`config.mk`:
```
export PLATFORM = sky130hd
export DESIGN_NAME = ps2_receiver
export DESIGN_NICKNAME = d
export VERILOG_FILES = /design/src/rtl/ps2_pkg.sv /design/src/rtl/ps2_fifo.sv /design/src/rtl/ps2_receiver.sv
export SDC_FILE = /design/constraint.sdc
export NUM_CORES = 1
export LEC_CHECK = 0
export ABC_AREA = 1
export CAP_MARGIN = 20
export CORE_MARGIN = 10
export CORE_UTILIZATION = 55
export CTS_CLUSTER_SIZE = 16
export DETAILED_ROUTE_END_ITERATION = 10
export PLACE_DENSITY = 0.75
export SLEW_MARGIN = 20
export SYNTH_ARGS = -nofsm -noshare
export SYNTH_HDL_FRONTEND = slang
export SYNTH_SLANG_ARGS = --single-unit
```
`constraint.sdc`:
```
create_clock -name clk -period 2.1 [get_ports clk]
set_clock_uncertainty 0.1 [all_clocks]
set_input_delay 0.315 -clock clk [delete_from_list [all_inputs] [get_ports clk]]
set_output_delay 0.315 -clock clk [all_outputs]
set_load 0.01 [all_outputs]
```
`src/rtl/ps2_pkg.sv`:
```
// Shared definitions for the PS/2 device-to-host receiver.
//   - Frame geometry: 11 bits per frame (start, 8 data LSB first, odd parity, stop).
//   - Bit-index constants used by the deframer to route each received bit.
//   - odd_parity_ok(): true when the data byte plus parity bit has odd weight.
package ps2_pkg;

    localparam int   PS2_FRAME_BITS   = 11;
    localparam logic PS2_START        = 1'b0;
    localparam logic PS2_STOP         = 1'b1;

    localparam int   PS2_BIT_DATA_LSB = 1;
    localparam int   PS2_BIT_PARITY   = 9;
    localparam int   PS2_BIT_STOP     = PS2_FRAME_BITS - 1;

    // Position within the frame; 0 doubles as "no frame in progress".
    typedef logic [3:0] bitcnt_t;

    function automatic logic odd_parity_ok(input logic [7:0] d, input logic p);
        return ^{d, p};
    endfunction

endpackage

```
`src/rtl/ps2_fifo.sv`:
```
// Synchronous FIFO holding received scan-code bytes.
// Ports:
//   clk, clr      - clock and synchronous active-high reset (empties the FIFO)
//   push, wdata   - write request and byte; ignored when full unless a pop
//                   happens on the same edge
//   pop           - read request; ignored when empty
//   rdata         - byte at the head, combinational from registered state
//   empty, full   - occupancy flags
module ps2_fifo #(
    parameter int DEPTH_LOG2 = 3,
    parameter int WIDTH      = 8
) (
    input  logic             clk,
    input  logic             clr,
    input  logic             push,
    input  logic             pop,
    input  logic [WIDTH-1:0] wdata,
    output logic [WIDTH-1:0] rdata,
    output logic             empty,
    output logic             full
);

    localparam int DEPTH = 1 << DEPTH_LOG2;

    logic [WIDTH-1:0]    mem_q [DEPTH];
    // One extra pointer bit distinguishes full from empty.
    logic [DEPTH_LOG2:0] wptr_q, rptr_q;
    logic                do_push, do_pop;

    assign empty = (wptr_q == rptr_q);
    assign full  = (wptr_q[DEPTH_LOG2] != rptr_q[DEPTH_LOG2]) &&
                   (wptr_q[DEPTH_LOG2-1:0] == rptr_q[DEPTH_LOG2-1:0]);

    assign do_pop  = pop & ~empty;
    // A simultaneous pop frees the head slot, so a push into a full FIFO succeeds.
    assign do_push = push & (~full | do_pop);

    assign rdata = mem_q[rptr_q[DEPTH_LOG2-1:0]];

    always_ff @(posedge clk) begin
        if (clr) begin
            wptr_q <= '0;
            rptr_q <= '0;
        end else begin
            if (do_push) wptr_q <= wptr_q + 1'b1;
            if (do_pop)  rptr_q <= rptr_q + 1'b1;
        end
    end

    // Storage carries no reset; contents are only visible through valid pointers.
    always_ff @(posedge clk) begin
        if (do_push) mem_q[wptr_q[DEPTH_LOG2-1:0]] <= wdata;
    end

endmodule

```
`src/rtl/ps2_receiver.sv`:
```
// PS/2 device-to-host receiver.
// Synchronises the raw PS/2 lines, deframes 11-bit frames, checks start,
// odd parity and stop, and queues good bytes for the scan-code handler.
// Ports:
//   clk, clr      - system clock and synchronous active-high reset
//   ps2_clk       - raw PS/2 clock line (asynchronous, idle high)
//   ps2_data      - raw PS/2 data line (asynchronous, idle high)
//   nextdata_n    - active-low pop request, one cycle low per byte
//   data          - byte at the FIFO head, valid while ready=1
//   ready         - FIFO non-empty
//   overflow      - sticky: a good byte was dropped because the FIFO was full
//   frame_err     - one-cycle pulse: a malformed frame was discarded
module ps2_receiver
    import ps2_pkg::*;
#(
    parameter int DEPTH_LOG2 = 3,
    parameter int TIMEOUT    = 50000
) (
    input  logic       clk,
    input  logic       clr,
    input  logic       ps2_clk,
    input  logic       ps2_data,
    input  logic       nextdata_n,
    output logic [7:0] data,
    output logic       ready,
    output logic       overflow,
    output logic       frame_err
);

    localparam int TO_W = $clog2(TIMEOUT + 1);

    // [0]=s1, [1]=s2, [2]=s3 history; all idle-high after reset.
    logic [2:0]      clk_sync_q;
    logic [1:0]      data_sync_q;

    bitcnt_t         bitcnt_q,    bitcnt_d;
    logic [7:0]      shift_q,     shift_d;
    logic            start_q,     start_d;
    logic            parity_q,    parity_d;
    logic [TO_W-1:0] to_q,        to_d;
    logic            overflow_q,  overflow_d;
    logic            frame_err_q, frame_err_d;

    logic            fall, rx_bit, frame_good;
    logic            fifo_empty, fifo_full, pop_eff;

    assign fall    = clk_sync_q[2] & ~clk_sync_q[1];
    assign rx_bit  = data_sync_q[1];
    assign pop_eff = ~nextdata_n & ~fifo_empty;

    always_comb begin
        bitcnt_d    = bitcnt_q;
        shift_d     = shift_q;
        start_d     = start_q;
        parity_d    = parity_q;
        to_d        = to_q;
        overflow_d  = overflow_q;
        frame_err_d = 1'b0;
        frame_good  = 1'b0;

        if (fall) begin
            to_d = '0;
            if (bitcnt_q == bitcnt_t'(PS2_BIT_STOP)) begin
                // Last bit: the whole frame is judged on this cycle.
                bitcnt_d = '0;
                if (start_q == PS2_START && odd_parity_ok(shift_q, parity_q) &&
                    rx_bit == PS2_STOP) begin
                    frame_good = 1'b1;
                    if (fifo_full && !pop_eff) overflow_d = 1'b1;
                end else begin
                    frame_err_d = 1'b1;
                end
            end else begin
                bitcnt_d = bitcnt_q + 4'd1;
                if (bitcnt_q == '0)
                    start_d = rx_bit;
                else if (bitcnt_q == bitcnt_t'(PS2_BIT_PARITY))
                    parity_d = rx_bit;
                else if (bitcnt_q >= bitcnt_t'(PS2_BIT_DATA_LSB))
                    shift_d = {rx_bit, shift_q[7:1]};   // LSB arrives first
            end
        end else if (bitcnt_q != '0) begin
            // Stalled mid-frame: abandon the partial byte silently.
            if (to_q == TO_W'(TIMEOUT - 1)) begin
                bitcnt_d = '0;
                to_d     = '0;
            end else begin
                to_d = to_q + 1'b1;
            end
        end
    end

    always_ff @(posedge clk) begin
        if (clr) begin
            clk_sync_q  <= '1;
            data_sync_q <= '1;
            bitcnt_q    <= '0;
            shift_q     <= '0;
            start_q     <= 1'b0;
            parity_q    <= 1'b0;
            to_q        <= '0;
            overflow_q  <= 1'b0;
            frame_err_q <= 1'b0;
        end else begin
            clk_sync_q  <= {clk_sync_q[1:0], ps2_clk};
            data_sync_q <= {data_sync_q[0], ps2_data};
            bitcnt_q    <= bitcnt_d;
            shift_q     <= shift_d;
            start_q     <= start_d;
            parity_q    <= parity_d;
            to_q        <= to_d;
            overflow_q  <= overflow_d;
            frame_err_q <= frame_err_d;
        end
    end

    ps2_fifo #(
        .DEPTH_LOG2 (DEPTH_LOG2),
        .WIDTH      (8)
    ) u_fifo (
        .clk   (clk),
        .clr   (clr),
        .push  (frame_good),
        .pop   (~nextdata_n),
        .wdata (shift_q),
        .rdata (data),
        .empty (fifo_empty),
        .full  (fifo_full)
    );

    assign ready     = ~fifo_empty;
    assign overflow  = overflow_q;
    assign frame_err = frame_err_q;

endmodule

```
# Word level (Yosys, flattened, before mapping)

Memory sizes are Yosys's and may differ from the RTL's. A register that Yosys moved wholly into a read port is not among the register bits.
Cells that the tools add are included.

Shift-type cells: 0
Eq/ne operators: 6
Bitwise logic cells: 13
Multiplexer cells: 13
$lt $le $gt $ge: 1
$mul: 0
Add/sub/neg operators: 4
Reductions and logical operators: 17
Divide/modulo/power cells: 0

Operators with widths:

| kind                                                               | number |
|---|---|
| adder 16 x 1 -> 16 bit (second input constant)                     | 1 |
| equality test 16 bit (second input constant)                       | 1 |
| two-way mux 16 bit                                                 | 1 |
| two-way mux 4 bit                                                  | 4 |
| adder 4 x 1 -> 4 bit (second input constant)                       | 3 |
| NOT 1 bit                                                          | 9 |
| XOR reduction 9 bit                                                | 1 |
| equality test 4 bit (second input constant)                        | 2 |
| AND reduction 4 bit                                                | 2 |
| two-way mux 1 bit                                                  | 6 |
| two-way mux 3 bit                                                  | 2 |
| AND reduction 5 bit                                                | 1 |
| equality test 4 bit                                                | 1 |
| greater-or-equal comparator 4 x 1 -> 1 bit (second input constant) | 1 |
| logical AND 1 bit                                                  | 4 |
| logical NOT 4 bit                                                  | 1 |
| nonzero test 2 bit                                                 | 2 |
| nonzero test 4 bit                                                 | 1 |
| bitwise AND 1 bit                                                  | 3 |
| equality test 3 bit                                                | 1 |
| AND reduction 3 bit                                                | 1 |
| OR reduction 3 bit                                                 | 1 |
| AND reduction 2 bit                                                | 1 |
| OR reduction 2 bit                                                 | 1 |
| other kinds (3)                                                    | 3 |

Input bits: 5
Output and inout bits: 11
Word-level logic and storage cells: 66
Memories: 1
Bits in latches: 0
RAM bits: 64
Flip-flop bits (word level): 45
ROM bits: 0

Memories:

| memory       | words | width | rd ports | clocked after memory_dff | wr ports | RTL line       | source |
|---|---|---|---|---|---|---|---|
| u_fifo.mem_q | 8     | 8     | 1        | 1                        | 1        | ps2_fifo.sv:25 | `logic [WIDTH-1:0] mem_q [DEPTH];` |

# Logic depth before layout (Yosys ltp)

Depth in word-level cells: 9
Mapped depth: 14
Mapped depth without buffers: 14

# By module

A second synthesis with hierarchy kept.

Cell total of the unflattened synthesis: 558
Area, all modules: 5038.6 um^2

Modules (own cells, without submodules):

| module       | times used | cells an instance | area an instance (um^2) | seq. area each (um^2) |
|---|---|---|---|---|
| ps2_fifo     | 1          | 275               | 3094.2                  | 2142.1 |
| ps2_receiver | 1          | 283               | 1944.4                  | 740.7 |

# Worst setup path before layout

Ideal clock, no wire load.

Path type: reg-to-reg
From: register shift_q[6]
To: memory u_fifo.mem_q[0][0], enable pin
Setup time: 0.370 ns
Data required time: 1.630 ns
Clock period less this slack: 2.173 ns
Cell stages (with the launch flop): 15
Data arrival time: 1.703 ns
Path slack: -0.073 ns
Path buffers: 0
Cell sequence: dfxtp_1 > inv_1 > nand2_1 > nand2_2 > nand2_2 > inv_1 > nor2_2 > nand2_1 > nand3_2 > nand2_2 > nor2_2 > nand3_2 > inv_2 > nand2_2 > nor2_1

Word-level cells in the longest chain between the ends: 9

Ends and longest elaborated chain:

| element                                 | RTL line            | source |
|---|---|---|
| from (decl)                             | ps2_receiver.sv:37  | `logic [7:0] shift_q, shift_d;` |
| from (signal assigned)                  | ps2_receiver.sv:108 | `shift_q <= shift_d;` |
| XOR reduction 9 bit                     | ps2_pkg.sv:19       | `return ^{d, p};` |
| logical AND 1 bit (2 in series)         | ps2_receiver.sv:66  | `if (start_q == PS2_START && odd_parity_ok(shift_q, parity_q) &&` |
| two-way mux 1 bit                       | ps2_receiver.sv:66  |  |
| two-way mux 1 bit                       | ps2_receiver.sv:63  | `if (bitcnt_q == bitcnt_t'(PS2_BIT_STOP)) begin` |
| two-way mux 1 bit                       | ps2_receiver.sv:61  | `if (fall) begin` |
| bitwise AND 1 bit                       | ps2_fifo.sv:36      | `assign do_push = push & (~full \| do_pop);` |
| two-way mux 1 bit                       | ps2_fifo.sv:52      | `if (do_push) mem_q[wptr_q[DEPTH_LOG2-1:0]] <= wdata;` |
| two-way mux 1 bit (implied by the code) | ps2_fifo.sv:52      |  |
| to (decl)                               | ps2_fifo.sv:25      |  |

No other way between the ends.

# Final worst setup path

From: register shift_q[3]
To: memory u_fifo.mem_q[2][2], enable pin

The elaborated chain is that of the path after synthesis.

==> metrics.md <==
| Metric | Value |
|---|---|
| Clock Tree Buf Depth | `2` |
| Total track usage | `0.1511` |
| Fillers | `651` |
| FF+latch count, synth | `112` |
| Slew headroom | `0.6002` |
| Critical path peak fanout | `8` |
| Initial antenna violation count | `0` |
| Ys Warns | `0` |
| Dpl cells | `666` |
| Core ar. | `8678 um2` |
| Sequential fraction of the synthesis area | `0.5927` |
| Worst-Skew Late Latency | `0.37 ns` |
| Fmax | `500.1 MHz` |
| Crit path time final | `2.000 ns` |
| Placed wire-length estimate | `6950 um` |
| Worst-path cell chain | `inv_2 -> nand2_1 -> nand2_2 -> nor2_1 -> nor2_2 -> nand2_1 -> nand3_2 -> nand2_2 -> nor2_2 -> nand3_2 -> inv_2 -> nand2_4 -> nor2_4 -> buf_8` |
| Slew @ Worst Pin | `0.5942 ns` |
| Largest net degree at the start of global routing | `21` |
| Initial core utilization | `0.5604` |
| Crit path capture type | `register` |
| Antenna Cells | `0` |
| Die area | `13000 um2` |
| Max stage delay cell, worst path | `dfxtp_4` |
| Ports | `16` |
| Fin area | `5763 um2` |
| First-pass GRT wire length | `16000 um` |
| Antenna Nets Post-Route | `0` |
| Worst Setup Start Kind | `register` |
| Die X | `114.0 um` |
| Worst Hold Class | `register to register` |
| Std cell rows | `34` |
| Top cells by count, synth | `nor2_1, nand2_1, edfxtp_1, dfxtp_1` |
| Most used DFF post-synth | `edfxtp_1` |
| Hold_buf cts | `0` |
| Clock tree sinks | `112` |
| CP max stage delay | `0.37 ns` |
| Mapped cell area | `4863 um2` |
| Leak | `2.247 nW` |
| Critical path arrival | `1.99 ns` |
| Total routed wirelength | `9664 um` |
| Cell area power density | `700.9 nW/um2` |
| Nets | `583` |
| Routability cong. | `0.9057` |
| Worst reg-to-reg path cell count | `14` |
| Routed via count | `3655` |
| Final Hold Viols | `0` |
| Fin cells | `688` |
| Vias in the first global route | `3413` |
| Max IR drop VDD | `0.3734 mV` |
| Area growth, synth to finish | `18.50%` |
| Vias per inst | `5.313` |
| Yosys cell types | `37` |
| FF-to-FF Start | `shift_q[3]` |
| # setup viols final | `0` |
| Status | `finished, final reports clean` |
| FF-to-FF End | `u_fifo.mem_q[2][2]` |
| Number of enable flip-flop cells after synthesis | `64` |
| Worst Hold Depth | `1` |
| Placed Instance Area | `5439 um2` |
| Avg Cell Area, Syn | `9.353 um2` |
| Unrepaired setup endpoints after global routing | `true` |
| Sum of negative setup slack | `0 ns` |
| Reg2reg setup slack | `0.10 ns` |
| Die height | `114.0 um` |
| Syn_nets | `528` |
| TritonCTS clock tree | `done` |
| Gr ovfl total | `0` |
| Root Driver | `clkbuf_8` |
| Hold_sp | `clk_sync_q[0]` |
| Initial DRT Pass Iterations | `5` |
| Final period util | `0.9522` |
| Total Power | `4.039 mW` |
| Layout cells sized above 1 | `0.2431` |
| Worst Setup Path Type | `register to register` |
| Cells after synthesis | `520` |
| Final core occ | `0.6641` |
| Max-cap violations | `0` |
| Synth top area cells | `edfxtp_1, dfxtp_1, nor2_1` |
| Share of the synthesized area in the top cell type | `0.3952` |
| Drt first-iter violations | `219` |
| Worst hold margin | `0.3201 ns` |
| Synth async-reset ratio | `0` |
| Pre-CTS worst setup slack | `-0.04217 ns` |
| H-tree depth | `3` |
| Final WS setup | `0.1004 ns` |
| Top-count cell post-synth | `nor2_1` |
| Clk slew on worst S/H paths | `0.11 ns` |
| CTS Buf Count | `9` |
| DRC viols | `0` |
| Max-slew violations | `0` |
| Wirelength per Cell | `14.05 um` |
| Area leader, netlist | `edfxtp_1` |
| Required time of the critical path | `2.09 ns` |
| IO Port Bufs | `15` |
| WHS Endpoint | `clk_sync_q[1]` |
[layer usage]
metal	vias to the layer above	share of wire	wire length [um]	global-route usage
met3	12	0.041	396	0.02940
met5	-	0	0	0
met4	0	0.017	167	0.06683
met2	82	0.49	4764	0.2525
li1	1845	-	-	-
met1	1716	0.45	4335	0.1852
[flip-flops by register name, indices dropped and copies added, names as in the netlist, named ones only]
name	flops
data_sync_q	2
u_fifo.wptr_q	4
frame_err	1
shift_q	8
parity_q	1
start_q	1
bitcnt_q	4
to_q	16
overflow	1
u_fifo.mem_q	64
clk_sync_q	3
u_fifo.rptr_q	4
[cell type report]
cell class	count	area, um2	share of cell area
clock inverter	7	83.83	0.01455
clock buffer	9	123.9	0.02149
multi-input combinational	336	1753	0.3042
tap	108	135.1	0.02345
sequential	112	2914	0.5056
inverter	58	225.2	0.03908
timing repair buffer	58	528.0	0.09162
[cell usage in the layout, fill, tap and decap left out, drive strengths merged]
cell type and instances:
bufinv 1, nand3 18, nand4 6, o211ai 1
o22ai 8, a211oi 1, nor3b 1, dlygate4sd2 1
or2 4, clkdlybuf4s50 6, edfxtp 64, clkbuf 11
a31oi 8, buf 49, nand3b 1, nor2 106
nand2 77, dfxtp 48, o21a 2, xor2 5
xnor2 5, nor4 2, inv 61, clkinv 3
a21oi 26, ha 3, o21ai 52, nor3 10
[worst max-delay path by stage]
stage / slack (ns) / start / to / depth (start not counted)
CTS: 0.0006 / register / data[7] / 7
detailed placement: -0.04 / shift_q[5] / u_fifo.mem_q[2][4] / 13
global placement: 0.04 / shift_q[5] / u_fifo.mem_q[2][4] / 13
finish: 0.10 / shift_q[3] / u_fifo.mem_q[2][2] / 14
global route: -0.03 / shift_q[4] / u_fifo.mem_q[2][7] / 15
floorplan: -0.07 / shift_q[6] / u_fifo.mem_q[6][0] / 14
[critical path: cells and delay by family, from the launching register on]
| family | cells | cell delay (ns) |
|---|---|---|
| flops | 1 | 0.37 |
| buf+inv | 3 | 0.32 |
| simple gates | 11 | 0.94 |
[repair_timing]
action,CTS,global route
resized for setup,37,44
endpoints found under the hold margin,0,0
buffers inserted,0,6
pin swaps,0,7
endpoints found under the setup margin,42,70
[kinds of logic (layout without fill, tap and decap cells)]
group           after synthesis  count (layout)  synth area share
fa+ha+maj                     3               3          0.007719
buf+inv                      72             132           0.05763
compound gates               98              98            0.1093
xor+xnor                     10              10           0.01801
flops                       112             112            0.5927
simple gates                225             225            0.2146
[report_power, final]
part | total (mW) | switching [mW] | internal [mW]
clock network | 1.33 | 0.748 | 0.578
logic | 0.378 | 0.209 | 0.168
registers | 2.34 | 0.0219 | 2.31
total | 4.04 | 0.979 | 3.06
Power figures use the tool's default switching activity.
